**src/rtl/dispense_pkg.sv**
```systemverilog
// Shared amount codes and FSM state encoding for the candy dispense sequencer.
package dispense_pkg;

  localparam logic [1:0] AMT_SMALL   = 2'b00;
  localparam logic [1:0] AMT_MED     = 2'b01;
  localparam logic [1:0] AMT_LARGE   = 2'b10;
  localparam logic [1:0] AMT_INVALID = 2'b11;

  typedef enum logic [1:0] {
    ST_IDLE = 2'd0,
    ST_ARM  = 2'd1,
    ST_RUN  = 2'd2,
    ST_DONE = 2'd3
  } state_t;

endpackage

```
**src/rtl/pi_input_sync.sv**
```systemverilog
// Parameterized-width two-flop synchronizer for the asynchronous Raspberry Pi GPIO bits.
module pi_input_sync #(
  parameter int W = 1
) (
  input  logic         clk,
  input  logic         rst,
  input  logic [W-1:0] d,
  output logic [W-1:0] q
);

  logic [W-1:0] meta_q;

  always_ff @(posedge clk) begin
    if (rst) begin
      meta_q <= '0;
      q      <= '0;
    end else begin
      meta_q <= d;
      q      <= meta_q;
    end
  end

endmodule

```
**src/rtl/dispense_sequencer.sv**
```systemverilog
// Turns a debounced Pi dispense request into a counted, self-terminating stepper run
// with DC agitator enable and a completion handshake back to the Pi.
module dispense_sequencer
  import dispense_pkg::*;
#(
  parameter int STEP_HALF   = 1000,
  parameter int STEPS_SMALL = 200,
  parameter int STEPS_MED   = 400,
  parameter int STEPS_LARGE = 600,
  parameter int DEBOUNCE    = 2000,
  parameter int CNT_W       = 16
) (
  input  logic       clk,
  input  logic       rst,
  input  logic       candy_flag_i,
  input  logic [1:0] amount_i,
  output logic       step_o,
  output logic       dir_o,
  output logic       dc_en_o,
  output logic       busy_o,
  output logic       handshake_o,
  output logic       err_o,
  output logic [1:0] state_o
);

  localparam logic [CNT_W-1:0] HALF_LAST = CNT_W'(STEP_HALF - 1);
  localparam logic [CNT_W-1:0] DEB_LAST  = CNT_W'(DEBOUNCE - 1);
  localparam logic [CNT_W-1:0] CNT_ONE   = CNT_W'(1);
  localparam logic [CNT_W-1:0] CNT_MAX   = '1;

  // Pi protocol: the Pi raises candy_flag_i and holds it; the sequencer answers with
  // handshake_o after a complete run and keeps it until the Pi drops the flag.
  // Dropping the flag early aborts the run and reports err_o instead.
  logic [2:0] sync_q;
  logic       flag_s;
  logic [1:0] amt_s;

  pi_input_sync #(.W(3)) u_sync (
    .clk (clk),
    .rst (rst),
    .d   ({candy_flag_i, amount_i}),
    .q   (sync_q)
  );

  assign flag_s = sync_q[2];
  assign amt_s  = sync_q[1:0];

  state_t           state_q, state_d;
  logic [CNT_W-1:0] timer_q, timer_d;
  logic [CNT_W-1:0] step_cnt_q, step_cnt_d;
  logic [CNT_W-1:0] target_q, target_d;
  logic             invalid_q, invalid_d;
  logic             step_q, step_d;
  logic             dc_en_q, dc_en_d;
  logic             busy_q, busy_d;
  logic             hs_q, hs_d;
  logic             err_q, err_d;

  function automatic logic [CNT_W-1:0] target_for(input logic [1:0] amt);
    case (amt)
      AMT_MED:   return CNT_W'(STEPS_MED);
      AMT_LARGE: return CNT_W'(STEPS_LARGE);
      default:   return CNT_W'(STEPS_SMALL);
    endcase
  endfunction

  always_comb begin
    state_d    = state_q;
    timer_d    = timer_q;
    step_cnt_d = step_cnt_q;
    target_d   = target_q;
    invalid_d  = invalid_q;
    step_d     = 1'b0;
    err_d      = 1'b0;

    case (state_q)
      ST_IDLE: begin
        if (flag_s) begin
          state_d = ST_ARM;
          timer_d = '0;
        end
      end

      ST_ARM: begin
        if (!flag_s) begin
          state_d = ST_IDLE;
        end else if (timer_q == DEB_LAST) begin
          if (amt_s == AMT_INVALID) begin
            err_d     = 1'b1;
            invalid_d = 1'b1;
            state_d   = ST_DONE;
          end else begin
            invalid_d  = 1'b0;
            target_d   = target_for(amt_s);
            step_cnt_d = '0;
            timer_d    = '0;
            step_d     = 1'b1;
            state_d    = ST_RUN;
          end
        end else begin
          timer_d = (timer_q == CNT_MAX) ? timer_q : timer_q + CNT_ONE;
        end
      end

      ST_RUN: begin
        // Abort is checked first so it wins over a run finishing on the same cycle.
        if (!flag_s) begin
          err_d   = 1'b1;
          state_d = ST_IDLE;
        end else if (timer_q == HALF_LAST) begin
          timer_d = '0;
          if (step_q) begin
            step_cnt_d = (step_cnt_q == CNT_MAX) ? step_cnt_q : step_cnt_q + CNT_ONE;
          end else if (step_cnt_q >= target_q) begin
            // The last step was counted on its falling edge; finishing after its low
            // half keeps the run at exactly two half periods per step.
            state_d = ST_DONE;
          end else begin
            step_d = 1'b1;
          end
        end else begin
          timer_d = (timer_q == CNT_MAX) ? timer_q : timer_q + CNT_ONE;
          step_d  = step_q;
        end
      end

      ST_DONE: begin
        if (!flag_s) begin
          state_d = ST_IDLE;
        end
      end

      default: state_d = ST_IDLE;
    endcase

    busy_d  = (state_d == ST_ARM) || (state_d == ST_RUN);
    dc_en_d = (state_d == ST_RUN);
    hs_d    = (state_d == ST_DONE) && !invalid_d;
  end

  always_ff @(posedge clk) begin
    if (rst) begin
      state_q    <= ST_IDLE;
      timer_q    <= '0;
      step_cnt_q <= '0;
      target_q   <= '0;
      invalid_q  <= 1'b0;
      step_q     <= 1'b0;
      dc_en_q    <= 1'b0;
      busy_q     <= 1'b0;
      hs_q       <= 1'b0;
      err_q      <= 1'b0;
    end else begin
      state_q    <= state_d;
      timer_q    <= timer_d;
      step_cnt_q <= step_cnt_d;
      target_q   <= target_d;
      invalid_q  <= invalid_d;
      step_q     <= step_d;
      dc_en_q    <= dc_en_d;
      busy_q     <= busy_d;
      hs_q       <= hs_d;
      err_q      <= err_d;
    end
  end

  assign step_o      = step_q;
  assign dir_o       = 1'b0;
  assign dc_en_o     = dc_en_q;
  assign busy_o      = busy_q;
  assign handshake_o = hs_q;
  assign err_o       = err_q;
  assign state_o     = state_q;

endmodule

```
**config.mk**
```make
export PLATFORM = sky130hd
export DESIGN_NAME = dispense_sequencer
export DESIGN_NICKNAME = d
export VERILOG_FILES = /design/src/rtl/dispense_pkg.sv /design/src/rtl/pi_input_sync.sv /design/src/rtl/dispense_sequencer.sv
export SDC_FILE = /design/constraint.sdc
export NUM_CORES = 1
export LEC_CHECK = 0
export BUFFER_PORTS_ARGS = -buffer_cell sky130_fd_sc_hd__buf_4
export CAP_MARGIN = 10
export CELL_PAD_IN_SITES_DETAIL_PLACEMENT = 2
export CELL_PAD_IN_SITES_GLOBAL_PLACEMENT = 2
export CORE_UTILIZATION = 38
export CTS_CLUSTER_DIAMETER = 30
export DETAILED_ROUTE_END_ITERATION = 10
export GPL_ROUTABILITY_DRIVEN = 0
export PLACE_DENSITY_LB_ADDON = 0.1
export SKIP_CTS_REPAIR_TIMING = 1
export SLEW_MARGIN = 20
export SYNTH_ARGS = -nofsm -noshare
export SYNTH_HDL_FRONTEND = slang
export SYNTH_HIERARCHICAL = 1
export SYNTH_SLANG_ARGS = --single-unit
export TNS_END_PERCENT = 5
```
**constraint.sdc**
```tcl
create_clock -name clk -period 3.3 [get_ports clk]
set_input_delay 0.33 -clock clk [delete_from_list [all_inputs] [get_ports clk]]
set_output_delay 0.33 -clock clk [all_outputs]
set_load 0.02 [all_outputs]
```
==> results by group <==
Power
  – Switch Pwr: 0.260 mW
  – Total power: 1.04 mW
  – Clock share of power: 0.359
  – Sw Ratio: 0.249
  – Max VDD drop: 0.000170 V
  – Leakage: 1.11 nW
  – Int Power: 0.784 mW
  – Sequential share of power: 0.597
  – Pwr dens: 309 mW/mm^2
  – Combinational share of power: 0.044

Cells and area
  – Inserted Diodes: 0
  – Fin nets: 405
  – Area grow syn2layout: 6.75%
  – # fillers: 900
  – Design area: 0.00338 sq mm
  – Final core occ: 0.429
  – Layout cells sized above 1: 0.108

Drt
  – Max Used Layer: met4
  – M1 WL: 4360 um
  – Antenna Nets Post-Route: 0
  – DRC: 0
  – Final Routed Wirelength: 9130 um
  – Wire per inst: 19.0 um
  – DR pass1 iterations: 4
  – Initial DRC count: 103
  – Vias: 2,883
  – WL met3: 192 um
  – Routed wl met2: 4510 um
  – Via-to-Cell Ratio: 5.99

Setup path
  – CP peak stage delay: 0.73 ns
  – Crit path from: timer_q[1]$_SDFFE_PP0P_
  – Slowest CP cell: or4_1
  – RR Startpoint: timer_q[1]$_SDFFE_PP0P_
  – WS Path Type: register to register
  – Crit-path cells: ha_1, or3b_1, or4_1, o21bai_4, buf_4, a311oi_1, nor3_1
  – Startpoint Class: register
  – Setup crit end kind: register
  – Crit path DAT: 3.05 ns
  – Worst EP required: 3.53 ns
  – Worst-path fanout max: 14

Synthesis
  – Main synth FF type: dfxtp_1
  – Distinct cells, synth: 66
  – Synth Area per Inst: 8.52 sq um
  – Yosys top cell area share: 0.322
  – EDFF count, synth: 0
  – Asr flop ratio synth: 0
  – Ranking of synthesized cells by area: dfxtp_1 32%, ha_1 8.7%, a21oi_1 3.6%, nand3_1 3.2%, nand2_1 2.8%
  – Yosys reg bits: 51
  – Leading area contributor after synthesis: dfxtp_1
  – Cell count after synthesis: 372
  – Synthesized Nets: 399
  – Mapped cell area: 0.00317 sq mm
  – Seq/Total Area, Yosys: 0.322
  – Yosys warning total: 6

GRT
  – Global-route wire length before repair: 15,400 um
  – Tot GR Track Use: 0.225
  – Vias in the first global route: 3,099
  – Pin count of the biggest net entering global routing: 29
  – GRT overflow: 0
  – Initial antenna violation count: 0

CTS
  – Maximum clock path buffer count: 2
  – Root buffer cell: clkbuf_8
  – Worst skew pair latency: 0.31 ns
  – Htree depth: 2
  – CTS sink count: 51
  – CTS clock-pin slew for the worst setup and hold paths: 0.10 ns
  – CTS Buf Count: 5
  – TritonCTS clock tree: done

STA
  – Hold Slack: 0.227 ns
  – Fin crit period: 2.82 ns
  – Slew Limit Fails: 0
  – Achievable frequency: 354 MHz
  – Post-route setup TNS: 0 ns
  – Slew @ Worst Pin: 0.665 ns
  – Relative slew slack: 0.555
  – Setup Skew: 0.0127 ns
  – Final setup fails: 0
  – Hold Fails Final Rpt: 0
  – Final critical-path share of the clock period: 0.855
  – RSZ-0062 raised after global routing: no

Job
  – MaxCap Viol Count: 0

Floorplan
  – Die height: 93.3 um
  – Die ar.: 0.00871 sq mm
  – IO Pins: 13
  – Initial Util: 0.402
  – Die width: 93.3 um
  – Core ar.: 0.00789 sq mm
  – # rows: 32

Outcome
  – Status: finished, final reports clean

Min path
  – Tightest Hold Check Type: primary input to register
  – Hold Startpoint: candy_flag_i

Placed design
  – # port buffers: 11
  – Hpwl dp: 6950 um
  – Post-DP Area: 0.00329 sq mm
==> power by group through the flow <==
stage	Sequential [mW]	Combinational [mW]	Clock (mW)
detailed placement	0.638	0.0459	0
global route	0.625	0.0505	0.414
global placement	0.638	0.0442	0
CTS	0.624	0.0460	0.393
floorplan	0.636	0.0353	0
finish	0.624	0.0455	0.375
==> cell type report <==
cell class                 count  area [sq um]  area share
inverter                      22          82.6      0.0244
clock buffer                   5          68.8      0.0203
tap                          102           128      0.0377
multi-input combinational    283          1950       0.577
timing repair buffer          15           113      0.0333
clock inverter                 3          18.8     0.00555
sequential                    51          1020       0.302
==> synthesized netlist by cell type, types with 3 or more instances <==
cell type	n
a211oi_1	5
a21o_1	3
a21oi_1	23
a31oi_1	5
a32o_1	3
buf_6	4
clkbuf_1	7
dfxtp_1	51
ha_1	22
inv_1	22
mux2i_1	8
nand2_1	24
nand2b_1	7
nand3_1	20
nand4_1	13
nand4b_1	7
nor2_1	24
nor2b_1	7
nor3_1	13
nor4_1	5
nor4bb_1	3
o211ai_1	6
o21ai_0	11
o31ai_1	8
or2_2	3
or3_1	9
or4_1	8
==> cells in the final DEF (no fill, tap or decap), types with 6 or more instances in the layout <==
cell,netlist,layout
dfxtp_1,51,51
nand2_1,24,24
o31ai_1,8,8
mux2i_1,8,8
nor3_1,13,13
ha_1,22,22
or4_1,8,8
a21oi_1,23,23
inv_1,22,22
nand4b_1,7,7
or3_1,9,9
buf_4,1,15
nor2b_1,7,7
nand3_1,20,20
o211ai_1,6,6
nand2b_1,7,7
nor2_1,24,24
nand4_1,13,13
o21ai_0,11,11
==> sequential cells by signal, indices dropped and copies added, names as in the netlist <==
register	flops
step_o	1
invalid_q	1
handshake_o	1
target_q	5
u_sync/q	3
u_sync/meta_q	3
dc_en_o	1
busy_o	1
step_cnt_q	16
state_o	2
err_o	1
timer_q	16
==> routing by layer <==
layer,vias to the layer above,track usage
li1,1414,-
met4,0,0.0474
met3,7,0.0293
met2,24,0.396
met5,-,0
met1,1438,0.291
==> logic make-up (layout without fill, tap and decap cells) <==
group | after synthesis | in the layout | share of synthesized area
buffers and inverters | 38 | 45 | 0.0620
adders and majority gates | 22 | 22 | 0.0869
DFF | 51 | 51 | 0.322
muxes | 9 | 9 | 0.0288
other | 1 | 1 | 0.00118
AOI/OAI and AO/OA | 92 | 92 | 0.206
and+or+nand+nor | 159 | 159 | 0.293
==> final timing paths <==
check	slack, ns	end	depth (start not counted)
min reg2reg	0.45	u_sync/q[2]$_SDFF_PP0_	1
max	0.48	timer_q[6]$_SDFFE_PP0P_	7
min	0.23	u_sync/meta_q[2]$_SDFF_PP0_	2
max reg2reg	0.48	timer_q[6]$_SDFFE_PP0P_	7
==> worst max-delay path, delay by kind of cell, from the launching register on <==
family,cells,cell delay (ns)
simple gates,3,1.34
compound gates,2,0.47
flops,1,0.40
fa+ha+maj,1,0.27
buf+inv,1,0.26
==> through the flow <==
stage	instances	setup WS, ns
floorplan	372	0.873
global placement	473	0.589
detailed placement	473	0.488
CTS	481	0.466
global route	481	0.235
finish	481	0.478
(Power assumes the default switching activity.)
